===== src/rtl/snake_tile_renderer.sv =====
// Tiled snake playfield renderer: fills a ping-pong row buffer from the segment
// stream while the other half is displayed. Optional macro: SNAKE_TILE_RENDER_FLASH_EN.
module snake_tile_renderer #(
  parameter int unsigned GRID_W    = 18,
  parameter int unsigned GRID_H    = 13,
  parameter int unsigned TILE_LOG2 = 5,
  parameter int unsigned CBITS     = 2,
  parameter int unsigned SHADES    = 3,
  localparam int unsigned XW       = $clog2(GRID_W + 2),
  localparam int unsigned YW       = $clog2(GRID_H + 2)
) (
  input  logic             clk,
  input  logic             rst,
  input  logic [9:0]       px,
  input  logic [8:0]       py,
  input  logic             visible,
  input  logic             line_start,
  input  logic             frame_start,
  input  logic [XW-1:0]    apple_x,
  input  logic [YW-1:0]    apple_y,
  input  logic             apple_valid,
  input  logic [XW-1:0]    head_x,
  input  logic [YW-1:0]    head_y,
  input  logic             head_valid,
  input  logic [XW-1:0]    seg_x,
  input  logic [YW-1:0]    seg_y,
  input  logic             seg_first,
  input  logic             seg_last,
  input  logic             seg_valid,
  output logic             seg_ready,
  input  logic             failure,
  input  logic             success,
  output logic [CBITS-1:0] r,
  output logic [CBITS-1:0] g,
  output logic [CBITS-1:0] b,
  output logic             overrun
);

  localparam int unsigned SW = $clog2(SHADES + 1);
  localparam int unsigned BW = (GRID_W > 1) ? $clog2(GRID_W) : 1;
  localparam logic [CBITS-1:0] CMAX  = {CBITS{1'b1}};
  localparam logic [CBITS-1:0] CHALF = CBITS'(1) << (CBITS - 1);

  typedef enum logic [1:0] {CLEAR, FILL, DONE} state_e;

  state_e         state_q;
  logic [BW-1:0]  clr_idx_q;
  logic           init_q;
  logic           disp_sel_q;
  logic [YW-1:0]  fill_row_q;
  logic [SW-1:0]  shade_q;
  logic           seg_ready_q;
  logic           overrun_q;
  logic [SW-1:0]  buf_q [2][GRID_W];

  logic [CBITS-1:0] r_q, g_q, b_q;
  logic [CBITS-1:0] r_d, g_d, b_d;

  logic           swap_c;
  logic           hs_c;
  logic           seg_hit_c;
  logic [SW-1:0]  seg_shade_c;
  logic [SW-1:0]  shade_d;

  assign swap_c = frame_start | (line_start & (&py[TILE_LOG2-1:0]));
  assign hs_c   = seg_valid & seg_ready_q;

  // Segment lands in the fill buffer only on the target row and inside the grid.
  assign seg_hit_c = (seg_y == fill_row_q) &&
                     (32'(seg_x) >= 32'd1) && (32'(seg_x) <= GRID_W);

  assign seg_shade_c = seg_first ? SW'(1) : shade_q;
  assign shade_d     = (32'(seg_shade_c) >= SHADES) ? SW'(1) : SW'(seg_shade_c + SW'(1));

  // Fill FSM, buffer clearing/writes and swap handling.
  always_ff @(posedge clk) begin
    if (rst) begin
      state_q     <= CLEAR;
      clr_idx_q   <= '0;
      init_q      <= 1'b1;
      disp_sel_q  <= 1'b0;
      fill_row_q  <= '0;
      shade_q     <= SW'(1);
      seg_ready_q <= 1'b0;
      overrun_q   <= 1'b0;
    end else if (swap_c) begin
      // A concurrent segment handshake is dropped here on purpose.
      if (state_q != DONE) overrun_q <= 1'b1;
      disp_sel_q  <= ~disp_sel_q;
      state_q     <= CLEAR;
      clr_idx_q   <= '0;
      init_q      <= 1'b0;
      seg_ready_q <= 1'b0;
      if (frame_start) fill_row_q <= YW'(1);
      else             fill_row_q <= YW'(32'(py >> TILE_LOG2) + 32'd2);
    end else begin
      case (state_q)
        CLEAR: begin
          buf_q[~disp_sel_q][clr_idx_q] <= '0;
          if (init_q) buf_q[disp_sel_q][clr_idx_q] <= '0;
          if (32'(clr_idx_q) >= GRID_W - 1) begin
            state_q     <= init_q ? DONE : FILL;
            seg_ready_q <= ~init_q;
            init_q      <= 1'b0;
            clr_idx_q   <= '0;
          end else begin
            clr_idx_q <= clr_idx_q + BW'(1);
          end
        end
        FILL: begin
          if (hs_c) begin
            if (seg_hit_c) buf_q[~disp_sel_q][BW'(seg_x - XW'(1))] <= seg_shade_c;
            shade_q <= shade_d;
            if (seg_last) begin
              state_q     <= DONE;
              seg_ready_q <= 1'b0;
            end
          end
        end
        default: seg_ready_q <= 1'b0;
      endcase
    end
  end

`ifdef SNAKE_TILE_RENDER_FLASH_EN
  logic [7:0] frame_cnt_q;

  always_ff @(posedge clk) begin
    if (rst)              frame_cnt_q <= '0;
    else if (frame_start) frame_cnt_q <= frame_cnt_q + 8'd1;
  end

  logic [CBITS-1:0] bd_r_c, bd_g_c, bd_b_c;
  always_comb begin
    bd_r_c = CMAX;
    bd_g_c = CMAX;
    bd_b_c = CMAX;
    if (failure) begin
      bd_r_c = frame_cnt_q[4] ? CMAX : '0;
      bd_g_c = '0;
      bd_b_c = '0;
    end else if (success) begin
      bd_r_c = '0;
      bd_g_c = CMAX;
      bd_b_c = '0;
    end
  end
`else
  logic [CBITS-1:0] bd_r_c, bd_g_c, bd_b_c;
  logic             unused_status;
  assign bd_r_c        = CMAX;
  assign bd_g_c        = CMAX;
  assign bd_b_c        = CMAX;
  assign unused_status = failure ^ success;
`endif

  logic [9:0]    tx_c, ty_c;
  logic          in_grid_x_c;
  logic [BW-1:0] body_idx_c;
  logic [SW-1:0] ent_c;
  logic          unused_px;

  assign tx_c        = 10'(px >> TILE_LOG2);
  assign ty_c        = 10'(py >> TILE_LOG2);
  assign unused_px   = ^px[TILE_LOG2-1:0];
  assign in_grid_x_c = (32'(tx_c) >= 32'd1) && (32'(tx_c) <= GRID_W);
  assign body_idx_c  = in_grid_x_c ? BW'(tx_c - 10'd1) : '0;
  assign ent_c       = buf_q[disp_sel_q][body_idx_c];

  // Colour priority: blank, head, border, off-grid, apple, body.
  always_comb begin
    r_d = '0;
    g_d = '0;
    b_d = '0;
    if (!visible) begin
      r_d = '0;
    end else if (head_valid && tx_c == 10'(head_x) && ty_c == 10'(head_y)) begin
      r_d = CHALF;
      g_d = CHALF;
    end else if (tx_c == 10'd0 || 32'(tx_c) == GRID_W + 1 ||
                 ty_c == 10'd0 || 32'(ty_c) == GRID_H + 1) begin
      r_d = bd_r_c;
      g_d = bd_g_c;
      b_d = bd_b_c;
    end else if (32'(tx_c) > GRID_W + 1 || 32'(ty_c) > GRID_H + 1) begin
      r_d = '0;
    end else if (apple_valid && tx_c == 10'(apple_x) && ty_c == 10'(apple_y)) begin
      r_d = CMAX;
    end else if (ent_c != '0) begin
      g_d = CBITS'(ent_c);
    end
  end

  always_ff @(posedge clk) begin
    if (rst) begin
      r_q <= '0;
      g_q <= '0;
      b_q <= '0;
    end else begin
      r_q <= r_d;
      g_q <= g_d;
      b_q <= b_d;
    end
  end

  assign r         = r_q;
  assign g         = g_q;
  assign b         = b_q;
  assign overrun   = overrun_q;
  assign seg_ready = seg_ready_q;

endmodule

===== config.mk =====
export PLATFORM = sky130hd
export DESIGN_NAME = snake_tile_renderer
export DESIGN_NICKNAME = d
export VERILOG_FILES = /design/src/rtl/snake_tile_renderer.sv
export SDC_FILE = /design/constraint.sdc
export NUM_CORES = 1
export LEC_CHECK = 0
export ABC_AREA = 0
export CORE_UTILIZATION = 40
export DETAILED_ROUTE_END_ITERATION = 6
export PLACE_DENSITY = 0.59
export SETUP_SLACK_MARGIN = 0.3
export SYNTH_ARGS = -nofsm -noshare
export SYNTH_HDL_FRONTEND = slang
export SYNTH_SLANG_ARGS = --single-unit

===== constraint.sdc =====
create_clock -name clk -period 3.92 [get_ports clk]
set_input_delay 0.784 -clock clk [delete_from_list [all_inputs] [get_ports clk]]
set_output_delay 0.784 -clock clk [all_outputs]
set_load 0.05 [all_outputs]

==> metrics.txt <==
# TYPE chip_impl_metric gauge
chip_impl_metric{name="initial_core_util",unit=""} 0.414
chip_impl_metric{name="vdd_ir_drop_max",unit="uV"} 215
chip_impl_metric{name="antennaDiodeCount",unit=""} 0
chip_impl_metric{name="io_pins",unit=""} 66
chip_impl_metric{name="grt_pass1_wl",unit="mm"} 24.0
chip_impl_metric{name="vias_per_cell",unit=""} 5.51
chip_impl_metric{name="period_share",unit=""} 0.864
chip_impl_metric{name="clkTransAtPathRegs",unit="ps"} 70
chip_impl_metric{name="fp.coreArea",unit="um^2"} 12700
chip_impl_metric{name="synth_enable_flop_cells",unit=""} 0
chip_impl_metric{name="htree_num_levels",unit=""} 3
chip_impl_metric{name="power_frac_clock",unit=""} 0.407
chip_impl_metric{name="post-route-cell-area",unit="um^2"} 6340
chip_impl_metric{name="placed_cell_area",unit="um^2"} 6040
chip_impl_metric{name="nets",unit=""} 778
chip_impl_metric{name="place_worst_setup_slack",unit="ps"} 158
chip_impl_metric{name="detail_route.drc_violations",unit=""} 0
chip_impl_metric{name="grtUsageMet2",unit=""} 0.383
chip_impl_info{name="synth_area_leader_cell",value="sky130_fd_sc_hd__dfxtp_1"} 1
chip_impl_metric{name="syn_avg_cell_area",unit="um^2"} 7.99
chip_impl_metric{name="use_met1",unit=""} 0.311
chip_impl_metric{name="synth-async-reset-ratio",unit=""} 0
chip_impl_metric{name="synthAdderAreaFrac",unit=""} 0.0238
chip_impl_metric{name="synth_top_cell_area_share",unit=""} 0.361
chip_impl_metric{name="tritoncts_num_sinks",unit=""} 95
chip_impl_metric{name="die_w",unit="um"} 117
chip_impl_metric{name="comb_power_share",unit=""} 0.140
chip_impl_metric{name="antenna_found_initial",unit=""} 0
chip_impl_info{name="status",value="complete, no violations"} 1
chip_impl_metric{name="p_leak",unit="nW"} 2.27
chip_impl_metric{name="synth.yosys.seq_area_share",unit=""} 0.361
chip_impl_metric{name="simple_gate_share_of_the_synthesized_area",unit=""} 0.248
chip_impl_info{name="worst-setup-path-type",value="in -> reg"} 1
chip_impl_metric{name="syn-num-nets",unit=""} 727
chip_impl_metric{name="achievable-frequency",unit="MHz"} 295
chip_impl_metric{name="globalRouteOverflowTotal",unit=""} 0
chip_impl_metric{name="netlist_area",unit="um^2"} 5270
chip_impl_metric{name="detail-route-antenna-nets",unit=""} 0
chip_impl_metric{name="worst_r2r_setup_slack",unit="ps"} 1540
chip_impl_metric{name="total_switching_power",unit="uW"} 552
chip_impl_metric{name="data_required_time_of_the_critical_path",unit="ps"} 4160
chip_impl_metric{name="pin_count_of_the_biggest_net_entering_global_routing",unit=""} 41
chip_impl_info{name="timing.hold.worst.class",value="reg -> reg"} 1
chip_impl_info{name="cts_tree",value="yes"} 1
chip_impl_metric{name="die-area",unit="um^2"} 13600
chip_impl_metric{name="placement.io_buffers",unit=""} 58
chip_impl_info{name="largest_family_of_logic_cells_by_synthesized_area",value="simple AND/OR/NAND/NOR gates"} 1
chip_impl_metric{name="dr.first_iter.drc_count",unit=""} 360
chip_impl_metric{name="post_dp_hpwl",unit="mm"} 11.1
chip_impl_metric{name="max-cap-violations",unit=""} 0
chip_impl_metric{name="via_count",unit=""} 4886
chip_impl_metric{name="post-cts-setup-buffers",unit=""} 0
chip_impl_metric{name="synth_compound_area_frac",unit=""} 0.190
chip_impl_info{name="synth-main-ff-cell",value="sky130_fd_sc_hd__dfxtp_1"} 1
chip_impl_metric{name="routabilityCongestion",unit=""} 0.884
chip_impl_metric{name="areaGrowthSynthToFinish",unit="%"} 20.4
chip_impl_metric{name="grtUsageMet3",unit=""} 0.0441
chip_impl_metric{name="ys_warn_count",unit=""} 0
chip_impl_metric{name="wl",unit="mm"} 14.6
chip_impl_metric{name="final.min_clock_period",unit="ps"} 3390
chip_impl_metric{name="synthXorXnorAreaFrac",unit=""} 0.0499
chip_impl_metric{name="synth.area.mux_share",unit=""} 0.0819
chip_impl_metric{name="whs_path_depth",unit=""} 2
chip_impl_info{name="ys_top_cells_by_area",value="sky130_fd_sc_hd__dfxtp_1 36%, sky130_fd_sc_hd__o21ai_0 9.8%, sky130_fd_sc_hd__nand2_1 7.2%, sky130_fd_sc_hd__nor2_1 5.9%, sky130_fd_sc_hd__mux4_2 4.7%"} 1
chip_impl_metric{name="timing.slew.headroom",unit=""} 0.417
chip_impl_info{name="rsz0062_at_grt",value="no"} 1
chip_impl_metric{name="placementRows",unit=""} 41
chip_impl_metric{name="drt_pass1_iterations",unit=""} 4
chip_impl_metric{name="drv_slew",unit=""} 0
chip_impl_metric{name="yosys.cell_types.count",unit=""} 59
chip_impl_metric{name="holdBufCountCts",unit=""} 0
chip_impl_metric{name="power.share.sequential",unit=""} 0.452
chip_impl_metric{name="finalPower",unit="mW"} 2.18
chip_impl_metric{name="pwr_density_cell",unit="nW/um^2"} 344
chip_impl_metric{name="number_of_register_bits_inferred_by_synthesis",unit=""} 95
chip_impl_info{name="clk_root_buffer_cell",value="sky130_fd_sc_hd__clkbuf_16"} 1
chip_impl_metric{name="post-route-util",unit=""} 0.499
chip_impl_metric{name="final_hold_violation_count",unit=""} 0
chip_impl_metric{name="grt_pass1_vias",unit=""} 4734
chip_impl_metric{name="setup_viol",unit=""} 0
chip_impl_metric{name="routed_wire_length_per_instance",unit="um"} 16.5
chip_impl_metric{name="share_of_cells_above_drive_strength_1",unit=""} 0.0867
chip_impl_metric{name="post_synth_inst_count",unit=""} 659
chip_impl_metric{name="worst-slew-pin-transition",unit="ps"} 874
chip_impl_metric{name="timing.critical_path.fanout_max",unit=""} 6
chip_impl_info{name="worst_setup_path_start_kind",value="input port"} 1
chip_impl_metric{name="r2r_cells",unit=""} 6
chip_impl_metric{name="cts_inserted_buffers",unit=""} 9
chip_impl_metric{name="grtUsageTotal",unit=""} 0.235
chip_impl_metric{name="die-height",unit="um"} 117
chip_impl_metric{name="power_switching_share",unit=""} 0.253
chip_impl_info{name="top_usage_layer",value="met2"} 1
chip_impl_metric{name="clkLatencyLatePin",unit="ps"} 350
chip_impl_metric{name="intPower",unit="mW"} 1.63
chip_impl_metric{name="postCtsResizedCells",unit=""} 0
chip_impl_metric{name="setup_tns_final",unit="ps"} 0
chip_impl_metric{name="clock-skew-final",unit="ps"} 11.4
chip_impl_metric{name="arrival",unit="ps"} 3630
chip_impl_metric{name="finalWorstSetupSlack",unit="ps"} 534
chip_impl_info{name="critPathCaptureType",value="flip-flop"} 1
chip_impl_metric{name="cts_max_path_buffers",unit=""} 2
[placed cells by master, fill, tap and decap left out, drive strengths merged, types with 6 or more instances in the layout]
cell type	count
nand2	101
ha	10
inv	17
xnor2	13
nor2	84
nor3	11
xor2	17
nand4	11
clkdlybuf4s50	58
nand3	14
clkbuf	12
buf	19
mux2i	12
nor2b	9
a21oi	12
a211oi	7
mux4	13
o22ai	23
o21ai	103
nand3b	6
dfxtp	95
[power groups by stage]
stage	logic [mW]	registers [mW]	clock network [mW]
floorplan	0.181	1.01	0
global placement	0.302	1.01	0
detailed placement	0.305	1.01	0
CTS	0.307	0.988	0.910
global route	0.334	0.989	0.951
finish	0.306	0.988	0.890
[worst max-delay path, cell delays in order]
cell	delay (ps)
sky130_fd_sc_hd__clkdlybuf4s50_1	540
sky130_fd_sc_hd__ha_1	220
sky130_fd_sc_hd__nor2b_4	50
sky130_fd_sc_hd__o31ai_4	180
sky130_fd_sc_hd__and3_1	530
sky130_fd_sc_hd__mux4_2	560
sky130_fd_sc_hd__mux2i_1	270
sky130_fd_sc_hd__o211ai_1	190
sky130_fd_sc_hd__nor4b_2	230
sky130_fd_sc_hd__nor3_1	60
[cells in the mapped netlist (3+ instances only)]
cell type and count:
sky130_fd_sc_hd__a211oi_1 7, sky130_fd_sc_hd__a21boi_0 3, sky130_fd_sc_hd__a21oi_1 12, sky130_fd_sc_hd__and2_1 4, sky130_fd_sc_hd__and3_1 3, sky130_fd_sc_hd__and4_1 4
sky130_fd_sc_hd__buf_2 3, sky130_fd_sc_hd__clkbuf_1 27, sky130_fd_sc_hd__dfxtp_1 95, sky130_fd_sc_hd__ha_1 10, sky130_fd_sc_hd__inv_1 17, sky130_fd_sc_hd__mux2i_1 12
sky130_fd_sc_hd__mux4_2 11, sky130_fd_sc_hd__nand2_1 101, sky130_fd_sc_hd__nand2b_1 4, sky130_fd_sc_hd__nand3_1 13, sky130_fd_sc_hd__nand3b_1 6, sky130_fd_sc_hd__nand4_1 11
sky130_fd_sc_hd__nor2_1 83, sky130_fd_sc_hd__nor2b_1 8, sky130_fd_sc_hd__nor3_1 10, sky130_fd_sc_hd__nor3b_1 5, sky130_fd_sc_hd__o211ai_1 3, sky130_fd_sc_hd__o21ai_0 103
sky130_fd_sc_hd__o22a_1 5, sky130_fd_sc_hd__o22ai_1 23, sky130_fd_sc_hd__or2_2 5, sky130_fd_sc_hd__or3_1 3, sky130_fd_sc_hd__or3b_2 3, sky130_fd_sc_hd__xnor2_1 13
sky130_fd_sc_hd__xor2_1 17
[registers in the layout, indices dropped and copies added, names as in the netlist, named ones only]
register	cells
b	1
buf_q	72
clr_idx_q	5
disp_sel_q	1
fill_row_q	4
g	2
init_q	1
overrun	1
r	2
seg_ready	1
shade_q	2
state_q	2
[metal layers]
layer | vias to the layer above | wire length [um]
met4 | 0 | 290
met3 | 24 | 717
met1 | 2325 | 6960
met5 | - | 0
li1 | 2418 | -
met2 | 119 | 6670
[path summary, 6_finish.rpt]
| path | startpoint | end |
|---|---|---|
| max reg2reg | state_q[0] | buf_q[1][2] |
| min reg2reg | buf_q[0][5] | buf_q[0][5] |
| max | px[6] | g[0] |
| min | buf_q[0][5] | buf_q[0][5] |
[per-stage QoR]
stage / hold WS [ps] / std cells
final: 450 / 887
after detailed placement: 437 / 871
after CTS: 450 / 887
after global routing: 469 / 887
after floorplan: 416 / 659
after global placement: 431 / 871
[final cells by class]
cell class	count	area (um^2)
flip-flops and latches	95	1900
inverters	17	63.8
clock inverters	4	55.1
repair buffers	77	736
well taps	172	215
fillers	1313	6380
clock buffers	12	246
multi-input cells	510	3130
[cell families (layout without fill, tap and decap cells)]
| kind of cell | count (synthesis) | count (layout) |
|---|---|---|
| and+or+nand+nor | 275 | 275 |
| muxes | 26 | 26 |
| buffers and inverters | 54 | 110 |
| adders and majority gates | 10 | 10 |
| AOI/OAI and AO/OA | 169 | 169 |
| xor gates and xnor gates | 30 | 30 |
| DFF | 95 | 95 |
Note: power is estimated with default switching activity, not from simulation.
